**src/rtl/truth_table_sweeper_pkg.sv**
```systemverilog
// truth_table_sweeper_pkg: shared state encoding, compare modes and table sizing
package truth_table_sweeper_pkg;
  typedef enum logic [1:0] {IDLE, SWEEP, DONE} state_t;
  localparam logic CMP_PAIR = 1'b0;
  localparam logic CMP_GOLDEN = 1'b1;
  function automatic int truth_width(input int n_in, input int n_out);
    return (1 << n_in) * n_out;
  endfunction
endpackage

```
**src/rtl/truth_table_sweeper_sweep_counter.sv**
```systemverilog
// sweep_counter: steps vec through every combination, holding each for HOLD_CYCLES cycles
module sweep_counter #(
  parameter int N_IN = 3,
  parameter int HOLD_CYCLES = 1
) (
  input  logic            clk,
  input  logic            rst,
  input  logic            clear,
  input  logic            run,
  output logic [N_IN-1:0] vec,
  output logic            sample,
  output logic            last
);
  localparam int HW = $clog2(HOLD_CYCLES) + 1;
  logic [HW-1:0] hold_cnt;
  assign sample = hold_cnt == HW'(HOLD_CYCLES - 1);
  assign last = &vec;
  // hold each vector, then advance; the all-ones vector is held as the final value
  always_ff @(posedge clk or posedge rst) begin
    if (rst) begin
      vec <= '0;
      hold_cnt <= '0;
    end else if (clear) begin
      vec <= '0;
      hold_cnt <= '0;
    end else if (run) begin
      if (!sample) hold_cnt <= hold_cnt + 1'b1;
      else if (!last) begin
        vec <= vec + 1'b1;
        hold_cnt <= '0;
      end
    end
  end
endmodule

```
**src/rtl/truth_table_sweeper.sv**
```systemverilog
// truth_table_sweeper: exhaustive sweep comparing y_a against y_b or a golden truth table
module truth_table_sweeper
  import truth_table_sweeper_pkg::*;
#(
  parameter int N_IN = 3,
  parameter int N_OUT = 1,
  parameter int HOLD_CYCLES = 1,
  parameter logic [truth_width(N_IN, N_OUT)-1:0] TRUTH = 8'b1110_1000
) (
  input  logic             clk,
  input  logic             rst,
  input  logic             start,
  input  logic             cmp_mode,
  input  logic [N_OUT-1:0] y_a,
  input  logic [N_OUT-1:0] y_b,
  output logic [N_IN-1:0]  vec,
  output logic             busy,
  output logic             done,
  output logic             pass,
  output logic [N_IN:0]    mismatch_count,
  output logic             first_fail_valid,
  output logic [N_IN-1:0]  first_fail_vec
);
  state_t state, next_state;
  logic mode, sample, last, clear, step, mis;
  logic [N_OUT-1:0] ref_y;
  assign busy = state == SWEEP;
  assign done = state == DONE;
  assign clear = start && state != SWEEP;
  assign step = busy && sample;
  assign ref_y = mode == CMP_GOLDEN ? TRUTH[int'(vec)*N_OUT +: N_OUT] : y_b;
  assign mis = step && (y_a != ref_y);
  sweep_counter #(.N_IN(N_IN), .HOLD_CYCLES(HOLD_CYCLES)) u_cnt (
    .clk(clk), .rst(rst), .clear(clear), .run(busy),
    .vec(vec), .sample(sample), .last(last)
  );
  // state register
  always_ff @(posedge clk or posedge rst) begin
    if (rst) state <= IDLE;
    else state <= next_state;
  end
  // accept start outside a sweep; finish after sampling the all-ones vector
  always_comb begin
    next_state = state;
    next_state = clear ? SWEEP : (step && last) ? DONE : state;
  end
  // result registers: cleared on accepted start, updated on each sample cycle
  always_ff @(posedge clk or posedge rst) begin
    if (rst) begin
      mode <= CMP_PAIR;
      pass <= 1'b0;
      mismatch_count <= '0;
      first_fail_valid <= 1'b0;
      first_fail_vec <= '0;
    end else if (clear) begin
      mode <= cmp_mode;
      pass <= 1'b0;
      mismatch_count <= '0;
      first_fail_valid <= 1'b0;
      first_fail_vec <= '0;
    end else if (step) begin
      if (mis) mismatch_count <= mismatch_count + 1'b1;
      if (mis && !first_fail_valid) begin
        first_fail_valid <= 1'b1;
        first_fail_vec <= vec;
      end
      if (last) pass <= mismatch_count == '0 && !mis;
    end
  end
endmodule

```
**config.mk**
```make
export PLATFORM = sky130hd
export DESIGN_NAME = truth_table_sweeper
export DESIGN_NICKNAME = d
export VERILOG_FILES = /design/src/rtl/truth_table_sweeper_pkg.sv /design/src/rtl/truth_table_sweeper_sweep_counter.sv /design/src/rtl/truth_table_sweeper.sv
export SDC_FILE = /design/constraint.sdc
export NUM_CORES = 1
export LEC_CHECK = 0
export ABC_AREA = 1
export BUFFER_PORTS_ARGS = -buffer_cell sky130_fd_sc_hd__buf_2
export CAP_MARGIN = 20
export CORE_MARGIN = 8
export CORE_UTILIZATION = 45
export DETAILED_ROUTE_END_ITERATION = 6
export PLACE_DENSITY = 0.71
export RECOVER_POWER = 100
export SYNTH_ARGS = -nofsm -noshare
export SYNTH_HDL_FRONTEND = slang
export SYNTH_SLANG_ARGS = --single-unit
```
**constraint.sdc**
```tcl
create_clock -name clk -period 1.2 [get_ports clk]
set_input_delay 0.06 -clock clk [delete_from_list [all_inputs] [get_ports clk]]
set_output_delay 0.06 -clock clk [all_outputs]
set_load 0.1 [all_outputs]
```
==> results.yml <==
critical_path:
  r2r-start: "u_cnt.vec[1]$_DFFE_PP0P_"
  crit_family: "simple AND/OR/NAND/NOR gates"
  path_cells: "inv_4 -> ha_4 -> inv_2 -> nand2_2 -> nand3_2 -> nand3_4 -> nand4_1 -> nand3_1 -> nand2_1"
  slowest_stage: "dfrtp_4"
  reg2reg_to: "first_fail_vec[1]$_DFFE_PP0P_"
  cp_max_fo: 3
  rr_worst_depth: 9
  cp-start-kind: "register"
  required_ns: 1.39
  critPathMaxStageDelay_ns: 0.52
  critPathKind: "register to register"
  crit_path_end_kind: "register"
  cp.arrival_ns: 1.62
  ff2ff_setup_slack_ns: -0.23
  crit_buf_inv: 2
  cp.depth: 9
detailed_routing:
  vias: 762
  ant_nets: 0
  routed_wl_mm: 2.062
  via_per_inst: 4.646
  route.detailed.drc: 0
  drt_iter0_markers: 3
  first_pass_iters: 4
  routedWlPerCell_um: 12.57
sta:
  rsz0062_at_grt: "yes"
  worst_pin_slew_ns: 0.4890
  skew_ns: 0.006302
  fin_crit_sh: 1.191
  min_period_ns: 1.429
  setup_viol: 15
  setup_slack_ns: -0.2292
  whs_ns: 0.1829
  hold_violations: 0
  drv_slew: 0
  fmax_ghz: 0.6997
  slew_headroom: 0.6763
layout:
  diodes: 0
  final_common_cell: "nand2_1"
  final_cell_mix: "nand2_1, nand3_1, inv_1, buf_4"
  syn_to_final_growth_pct: 56.48
  fin_nets: 149
  drive_gt1_frac: 0.5547
clocking:
  numCtsBuffers: 3
  clockRootBuffer: "clkbuf_4"
  cts_sinks: 15
  cts_tree: "built"
  clkLatencyLatePin_ns: 0.30
  clock_path_buffers: 2
  h-tree-depth: 1
  clkTransAtPathRegs_ns: 0.10
die:
  io_pins: 20
  coreArea_mm2: 0.001882
  die_h_um: 59.71
  core.rowCount: 16
  die-width_um: 59.71
  dieArea_mm2: 0.003565
  start_util: 0.4568
worst_hold_path:
  hold_end: "first_fail_valid$_DFFE_PP0P_"
  hp-start: "y_a"
  hp-class: "input port to register"
  hold_depth: 4
synthesis:
  synth_top_family_by_area: "simple AND/OR/NAND/NOR gates"
  muxShareOfSynthArea: 0
  syn_area_per_cell_um2: 8.862
  synth_xor_xnor_area_share: 0.02038
  yosys.area_share.simple: 0.2795
  syn_nets: 108
  yosysSeqAreaShare: 0.4367
  syn_inst: 97
  yosys_warnings: 0
  ys_types: 19
  synthAdderAreaFrac: 0.07278
  syn_area_um2: 859.6
  synth_compound_area_frac: 0.08734
  ys_ff_latch: 15
placed_design:
  routabilityCongestion: 0.8880
  port_buffers: 19
  dpl.hpwl_mm: 1.546
grt:
  grt_max_degree: 9
  grt-ovfl-total: 0
  grt_usage: 0.1368
  grt_pass1_wl_mm: 3.753
  grt_pass1_vias: 824
  antenna_found_initial: 0
outcome:
  violations: "negative setup slack"
  status: "complete, but fails checks"
run:
  cap_violations: 0
==> metrics by stage <==
step / cells / worst slack, ns / cell area [um^2] / utilization / setup TNS (ns)
2_1_floorplan: 97 / -0.3692 / 902.1 / - / -3.945
3_3_place_gp: 153 / -0.2307 / 1196 / 0.6356 / -1.988
3_5_place_dp: 153 / -0.3035 / 1196 / 0.6356 / -2.698
4_1_cts: 163 / -0.2590 / 1314 / 0.6981 / -2.141
5_1_grt: 164 / -0.3185 / 1345 / 0.7148 / -3.075
6_report: 164 / -0.2292 / 1345 / 0.7148 / -1.915
==> worst max-delay path by stage <==
stage / end / start
global route: first_fail_vec[1]$_DFFE_PP0P_ / u_cnt.vec[1]$_DFFE_PP0P_
finish: first_fail_vec[1]$_DFFE_PP0P_ / u_cnt.vec[1]$_DFFE_PP0P_
detailed placement: first_fail_vec[2]$_DFFE_PP0P_ / u_cnt.vec[1]$_DFFE_PP0P_
floorplan: mismatch_count[3]$_DFFE_PP0P_ / u_cnt.vec[0]$_DFFE_PP0P_
CTS: first_fail_vec[1]$_DFFE_PP0P_ / u_cnt.vec[0]$_DFFE_PP0P_
global placement: mismatch_count[3]$_DFFE_PP0P_ / u_cnt.vec[1]$_DFFE_PP0P_
==> cells in the mapped netlist, drive strengths merged <==
cell	count	share of area
a21oi	1	0.0058
bufinv	1	0.020
dfrtp	15	0.44
ha	5	0.073
inv	19	0.083
nand2	20	0.10
nand3	15	0.11
nand4	2	0.015
nor2	5	0.039
o21ai	11	0.082
or2	1	0.0073
xor2	2	0.020
==> metal layers <==
metal | vias up | global-route usage | routed length, um | share of wire
met5 | - | 0 | 0 | 0
met4 | 0 | 0.06122 | 45 | 0.022
met3 | 5 | 0.02796 | 94 | 0.046
met2 | 18 | 0.2138 | 1028 | 0.50
met1 | 349 | 0.1755 | 893 | 0.43
li1 | 390 | - | - | -
==> kinds of logic after synthesis <==
family	after synthesis
AND/OR/NAND/NOR	43
buffers and inverters	20
adder cells (fa/ha/maj)	5
AO/OA/AOI/OAI	12
flip-flops	15
XOR/XNOR	2
==> worst min-delay path, delay by kind of cell <==
family / cells / cell delay (ns)
buffers and inverters: 1 / 0.11
AOI/OAI and AO/OA: 1 / 0.05
and+or+nand+nor: 2 / 0.22
==> cell type report <==
cell class | instances | area [um^2]
Fill cell | 156 | 536.8
Multi-Input combinational cell | 62 | 478.0
Sequential cell | 15 | 390.4
Timing Repair Buffer | 36 | 329.1
Inverter | 20 | 87.58
Tap cell | 27 | 33.78
Clock buffer | 4 | 26.28
==> sequential cells by signal (all words and copies together) (netlist names) <==
| signal | cells |
|---|---|
| first_fail_valid | 1 |
| first_fail_vec | 3 |
| mismatch_count | 4 |
| mode | 1 |
| pass | 1 |
| state | 2 |
| u_cnt.vec | 3 |
==> what timing repair did <==
item,CTS,global route
buffers inserted,3,1
hold buffers,3,0
endpoints found under the hold margin,9,0
pin swaps,9,11
gates resized for setup,20,10
endpoints found under the setup margin,17,22
Power is not shown: default switching activity piles up to over one toggle a cycle in this logic, so the estimate is an artifact.
